==> config.mk <==
export PLATFORM = sky130hd
export DESIGN_NAME = vga_fb_arbiter
export DESIGN_NICKNAME = d
export VERILOG_FILES = /design/src/rtl/vga_fb_pkg.sv /design/src/rtl/vga_wr_fifo.sv /design/src/rtl/vga_fb_arbiter.sv
export SDC_FILE = /design/constraint.sdc
export NUM_CORES = 1
export LEC_CHECK = 0
export ABC_AREA = 1
export CORE_MARGIN = 1
export CORE_UTILIZATION = 31
export CTS_BUF_LIST = sky130_fd_sc_hd__clkbuf_8
export DETAILED_ROUTE_END_ITERATION = 8
export PLACE_DENSITY = 0.58
export SKIP_CTS_REPAIR_TIMING = 1
export SLEW_MARGIN = 20
export SYNTH_ARGS = -nofsm -noshare
export SYNTH_HDL_FRONTEND = slang
export SYNTH_HIERARCHICAL = 1
export SYNTH_SLANG_ARGS = --single-unit
==> constraint.sdc <==
create_clock -name clock -period 3.39 [get_ports clock]
set_input_delay 0.678 -clock clock [delete_from_list [all_inputs] [get_ports clock]]
set_output_delay 0.678 -clock clock [all_outputs]
set_load 0.05 [all_outputs]
==> src/rtl/vga_fb_pkg.sv <==
// Shared constants and enumerations for the VGA framebuffer arbiter slice.
package vga_fb_pkg;

   localparam int unsigned ADDR_W    = 19;
   localparam int unsigned DATA_W    = 8;
   localparam int unsigned FB_WIDTH  = 640;
   localparam int unsigned FB_HEIGHT = 480;
   localparam int unsigned FB_PIXELS = FB_WIDTH * FB_HEIGHT;

   typedef enum logic [1:0] {
      GNT_NONE,
      GNT_SCAN,
      GNT_CLR,
      GNT_CPU
   } grant_t;

   typedef enum logic [1:0] {
      CLR_IDLE,
      CLR_DRAIN,
      CLR_FILL
   } clr_state_t;

endpackage

==> src/rtl/vga_wr_fifo.sv <==
// Small synchronous FIFO buffering processor framebuffer stores as {addr, data}.
module vga_wr_fifo #(
   parameter int unsigned WIDTH = 27,
   parameter int unsigned DEPTH = 4
) (
   input  logic             clock,
   input  logic             reset,
   input  logic             push,
   input  logic [WIDTH-1:0] push_data,
   input  logic             pop,
   output logic [WIDTH-1:0] head,
   output logic             full,
   output logic             empty
);

   localparam int unsigned PTR_W = (DEPTH > 1) ? $clog2(DEPTH) : 1;
   localparam int unsigned CNT_W = $clog2(DEPTH + 1);

   logic [WIDTH-1:0] mem [DEPTH];
   logic [PTR_W-1:0] wr_ptr;
   logic [PTR_W-1:0] rd_ptr;
   logic [CNT_W-1:0] count;
   logic             do_push;
   logic             do_pop;

   assign do_push = push && !full;
   assign do_pop  = pop && !empty;

   // Pointers wrap naturally because DEPTH is a power of two.
   always_ff @(posedge clock or negedge reset) begin
      if (!reset) begin
         wr_ptr <= '0;
         rd_ptr <= '0;
         count  <= '0;
      end else begin
         if (do_push) wr_ptr <= wr_ptr + 1'b1;
         if (do_pop)  rd_ptr <= rd_ptr + 1'b1;
         case ({do_push, do_pop})
            2'b10:   count <= count + 1'b1;
            2'b01:   count <= count - 1'b1;
            default: count <= count;
         endcase
      end
   end

   always_ff @(posedge clock) begin
      if (do_push) mem[wr_ptr] <= push_data;
   end

   assign head  = mem[rd_ptr];
   assign full  = (count == CNT_W'(DEPTH));
   assign empty = (count == '0);

endmodule

==> src/rtl/vga_fb_arbiter.sv <==
// Single-port framebuffer arbiter: scan-out reads > screen clear > buffered CPU stores.
module vga_fb_arbiter #(
   parameter int unsigned ADDR_W     = vga_fb_pkg::ADDR_W,
   parameter int unsigned DATA_W     = vga_fb_pkg::DATA_W,
   parameter int unsigned FIFO_DEPTH = 4,
   parameter int unsigned FB_PIXELS  = vga_fb_pkg::FB_PIXELS
) (
   input  logic              clock,
   input  logic              reset,
   input  logic              cpu_we,
   input  logic [ADDR_W-1:0] cpu_addr,
   input  logic [DATA_W-1:0] cpu_data,
   output logic              cpu_stall,
   input  logic              clr_start,
   input  logic [DATA_W-1:0] clr_color,
   output logic              clr_busy,
   input  logic              scan_req,
   input  logic [ADDR_W-1:0] scan_addr,
   output logic [DATA_W-1:0] scan_data,
   output logic              scan_valid,
   output logic [ADDR_W-1:0] fb_addr,
   output logic [DATA_W-1:0] fb_wdata,
   output logic              fb_we,
   input  logic [DATA_W-1:0] fb_rdata
);

   import vga_fb_pkg::*;

   localparam int unsigned       ENT_W     = ADDR_W + DATA_W;
   localparam logic [ADDR_W-1:0] LAST_ADDR = ADDR_W'(FB_PIXELS - 1);

   clr_state_t        state;
   clr_state_t        state_nx;
   logic [ADDR_W-1:0] clr_cnt;
   logic [ADDR_W-1:0] clr_cnt_nx;
   logic [DATA_W-1:0] clr_col;
   logic [DATA_W-1:0] clr_col_nx;
   grant_t            gnt;
   logic              fifo_push;
   logic              fifo_full;
   logic              fifo_empty;
   logic [ENT_W-1:0]  fifo_head;
   logic [1:0]        sv_pipe;

   assign clr_busy  = (state != CLR_IDLE);
   assign cpu_stall = fifo_full | clr_busy;
   assign fifo_push = cpu_we & ~cpu_stall;

   vga_wr_fifo #(
      .WIDTH (ENT_W),
      .DEPTH (FIFO_DEPTH)
   ) u_fifo (
      .clock     (clock),
      .reset     (reset),
      .push      (fifo_push),
      .push_data ({cpu_addr, cpu_data}),
      .pop       (gnt == GNT_CPU),
      .head      (fifo_head),
      .full      (fifo_full),
      .empty     (fifo_empty)
   );

   always_comb begin
      gnt = GNT_NONE;
      if (scan_req)                gnt = GNT_SCAN;
      else if (state == CLR_FILL)  gnt = GNT_CLR;
      else if (!fifo_empty)        gnt = GNT_CPU;
   end

   // DRAIN lets stores accepted up to the clr_start cycle land before any fill.
   always_comb begin
      state_nx   = state;
      clr_cnt_nx = clr_cnt;
      clr_col_nx = clr_col;
      case (state)
         CLR_IDLE: begin
            if (clr_start) begin
               state_nx   = CLR_DRAIN;
               clr_col_nx = clr_color;
               clr_cnt_nx = '0;
            end
         end
         CLR_DRAIN: begin
            if (fifo_empty) state_nx = CLR_FILL;
         end
         CLR_FILL: begin
            if (gnt == GNT_CLR) begin
               if (clr_cnt == LAST_ADDR) state_nx   = CLR_IDLE;
               else                      clr_cnt_nx = clr_cnt + 1'b1;
            end
         end
         default: state_nx = CLR_IDLE;
      endcase
   end

   always_ff @(posedge clock or negedge reset) begin
      if (!reset) begin
         state   <= CLR_IDLE;
         clr_cnt <= '0;
         clr_col <= '0;
      end else begin
         state   <= state_nx;
         clr_cnt <= clr_cnt_nx;
         clr_col <= clr_col_nx;
      end
   end

   always_ff @(posedge clock or negedge reset) begin
      if (!reset) begin
         fb_we    <= 1'b0;
         fb_addr  <= '0;
         fb_wdata <= '0;
         sv_pipe  <= '0;
      end else begin
         case (gnt)
            GNT_SCAN: begin
               fb_we    <= 1'b0;
               fb_addr  <= scan_addr;
               fb_wdata <= '0;
            end
            GNT_CLR: begin
               fb_we    <= 1'b1;
               fb_addr  <= clr_cnt;
               fb_wdata <= clr_col;
            end
            GNT_CPU: begin
               fb_we    <= 1'b1;
               fb_addr  <= fifo_head[ENT_W-1:DATA_W];
               fb_wdata <= fifo_head[DATA_W-1:0];
            end
            default: begin
               fb_we    <= 1'b0;
               fb_addr  <= '0;
               fb_wdata <= '0;
            end
         endcase
         sv_pipe <= {sv_pipe[0], (gnt == GNT_SCAN)};
      end
   end

   // RAM data returns in the second cycle after the grant, aligned with sv_pipe[1].
   assign scan_valid = sv_pipe[1];
   assign scan_data  = sv_pipe[1] ? fb_rdata : '0;

endmodule

==> key figures <==
Status
  • Result of the run: finished, final reports clean

Routing
  • Number of nets still failing antenna checks after routing: 0
  • Via/cell ratio: approximately 4.4
  • Total length of routed met3 wires: about 860 um
  • Avg WL per Cell: 14.8 um
  • Routed Wire Length: 17,100 um
  • Routed wl met2: ~8300 um
  • Topmost layer with routed signal wires: met4
  • Drt first pass iters: 4
  • Number of DRC violations after detailed routing: 0
  • DRT iter0 DRCs: between 200 and 300
  • Metal1 wirelength: 7780 um
  • Vias post-DR: between 5,000 and 6,000

Logic synthesis
  • Main combinational cell family by area after synthesis: simple AND/OR/NAND/NOR gates
  • Unique cell type count in the Yosys netlist: 34
  • Instance count of the mapped netlist: around 710
  • Post-synthesis share of cell area spent on full adders, half adders and majority gates: under 10%
  • Proportion of synthesized chip area in sequential cells: approximately 64%
  • Post-synthesis async set-or-reset flop share: 37.9%
  • Total of warnings raised by yosys: 6
  • Compound-cell area share of the yosys netlist: a little over a tenth
  • Fraction of post-synthesis cell area in the top cell type by area: 42.2%
  • Cell types with the largest area share after synthesis: edfxtp_1 (42%), dfrtp_1 (21%), nand2_1 (11%)
  • Area fraction in and, or, nand and nor cells after synthesis: 15.1%
  • Number of enable-type register cells in the synthesized netlist: 108
  • Library cell with the largest summed area after synthesis: edfxtp_1
  • Main flop type after synthesis: edfxtp_1
  • Syn Nets: between 700 and 800
  • Mux share of post-synthesis cell area: 1.17%
  • Xor/xnor cell area share of the yosys netlist: between 1 and 1.5%
  • Post-Synthesis Mean Instance Area: about 11 um^2
  • Register bit count reported by yosys: about 170
  • Mapped cell area: ~0.0077 mm^2

Power and ir drop
  • VDD IR-drop max: 0.370 mV
  • Leakage dissipation: roughly 0.0039 uW
  • Ratio of total power to cell area: around 580 mW/mm^2
  • Total design power: approximately 5500 uW

Layout
  • Final cell count without fillers: around 1,200
  • Area Overhead vs Synth: 23.5%
  • Number of nets in the final layout: ~890
  • Number of antenna diodes: 0
  • Proportion of layout cells with a drive suffix above 1: 11.3%
  • Non-Filler Cell Area, Final: around 0.0095 mm^2

CTS
  • TritonCTS clock tree: yes
  • Clock root buffer: clkbuf_8
  • Sink count of the clock tree: around 170
  • Clock-pin slew on the worst setup and hold paths: roughly 100 ps
  • H-Tree Depth: 4
  • TritonCTS buffer count: 17
  • Deepest clock path buffer count: 2
  • Clock latency of the later-clocked register in the worst-skew pair: 460 ps

GRT
  • Largest net degree at the start of global routing: 73
  • First-pass GRT wire length: approximately 27,000 um
  • Vias in the first global route: ~5,100
  • Initial antenna violation count: 0
  • Remaining global-route overflow: 0
  • Global router's overall resource usage: between 10 and 15%

Die
  • Effective utilization at floorplan: 31.6%
  • Horizontal die dimension: 159 um
  • Total Die Area: 0.0254 mm^2
  • Total core area: 0.0243 mm^2
  • Chip Height: around 160 um
  • Site Rows: 57
  • Num ports: between 100 and 150

Placement
  • Dpl hpwl: between 10,000 and 15,000 um
  • Routability cong.: 0.814
  • Area after detailed placement: between 0.009 and 0.01 mm^2
  • Total instance count after detailed placement: between 1,000 and 1,500
  • Number of buffers inserted by port buffering: between 100 and 150

STA
  • Maximum clock frequency: approximately 350 MHz
  • Final Hold Fails: 0
  • Tightest Pin Transition: 911 ps
  • Worst-case clock skew: around 13 ps
  • Final clock period utilization by the worst path: a little over four fifths
  • Final critical-path required period: 2840 ps
  • Aggregate negative setup slack: 0 ps
  • Final slew viol count: 0
  • Worst max-slew margin expressed relative to the limit: between 30 and 40%
  • Setup violation total in the final timing report: 0
  • Unrepaired setup endpoints after global routing: false

Setup path
  • CP arrival: 2160 ps
  • Worst Setup End Kind: output pin
  • Critical path class: flip-flop to output pin
  • Crit path launch type: flip-flop
  • Max FO, Critical Path: 4
  • Reg-to-reg critical path startpoint: state[0]
  • CP startpoint: state[0]
  • Required arrival time at the worst endpoint: about 2700 ps

Job
  • MaxCap Viol Count: 0

Hold path
  • Min-delay worst type: primary input to async pin
==> cell usage in the layout, fill, tap and decap left out, types with 2 or more instances in the layout <==
master,instances
nand2_1,219
edfxtp_1,108
clkdlybuf4s50_1,104
inv_1,96
dfrtp_1,66
o211ai_1,51
nor2_1,26
clkbuf_8,17
nand3_1,16
a22oi_1,11
o21ai_2,11
buf_4,10
o211ai_2,10
a22o_1,8
mux2_2,8
o21ai_0,8
xor2_1,8
inv_2,6
nor2_2,6
ha_1,6
inv_8,6
nand4_1,4
inv_6,4
nor2_4,2
nand2_2,2
nand3_2,2
nand3b_1,2
xnor2_1,2
bufinv_16,2
==> area by class of cell <==
type,instances,area [um^2]
repair buffers,115,1140
inverters,103,389
fillers,2355,14800
well taps,324,405
clock inverters,15,193
multi-input cells,407,2240
flip-flops and latches,174,4890
clock buffers,17,234
==> Yosys cell counts (all sizes together) (4+ instances only) <==
cell and instances:
nand4 4, buf 23, xor2 8, inv 103
ha 6, a22oi 11, o211ai 61, nor2 35
o21ai 19, clkbuf 6, edfxtp 108, nand2 222
nand3 18, dfrtp 66, a22o 8, mux2 8
==> metrics by stage <==
step                      hold slack [ps]  util (%)  worst slack [ps]
after global placement                335      37.3               637
after global routing                  366      39.0               417
after CTS                             359      39.0               505
final                                 320      39.0               549
after floorplan                       331         -               216
after detailed placement              336      37.3               632
==> cell families after synthesis <==
logic type | after synthesis
adders and majority gates | 7
AOI/OAI and AO/OA | 100
DFF | 174
buffers and inverters | 132
muxes | 8
xor gates and xnor gates | 10
and+or+nand+nor | 282
==> final timing paths <==
check,cells after the start,slack [ps],to
max,4,550,cpu_stall
min,1,320,fb_addr[1]
max reg2reg,9,970,u_fifo/count[1]
min reg2reg,0,360,sv_pipe[1]
max in group asynchronous,1,2450,clr_col[7]
min in group clock,0,360,sv_pipe[1]
==> per-layer routing <==
metal / track usage (%) / up-vias
met5: 0 / -
met4: 3.85 / 0
met3: 3.80 / 10
met2: 23.2 / 114
met1: 18.4 / 2435
li1: - / 2578
==> flip-flops by register name (all words and copies together) (netlist names), 3 cells and up <==
signal and count:
clr_cnt 19, u_fifo/mem 108, fb_wdata 8, clr_col 8
fb_addr 19, u_fifo/count 3
==> critical path, cell delays in order (launching register included) <==
cell             delay, ps
dfrtp_1                450
nor2_1                 170
inv_1                  100
or2_2                  290
clkdlybuf4s50_1        710
==> power breakdown <==
| group | total (uW) | leakage [uW] | internal [uW] | switching, uW |
|---|---|---|---|---|
| combinational | 1470 | 0.00189 | 533 | 941 |
| sequential | 2520 | 0.00181 | 2410 | 106 |
| clock | 1540 | 0.000220 | 699 | 842 |
| total | 5530 | 0.00393 | 3640 | 1890 |
No activity file was read; power rests on OpenSTA's default activity.
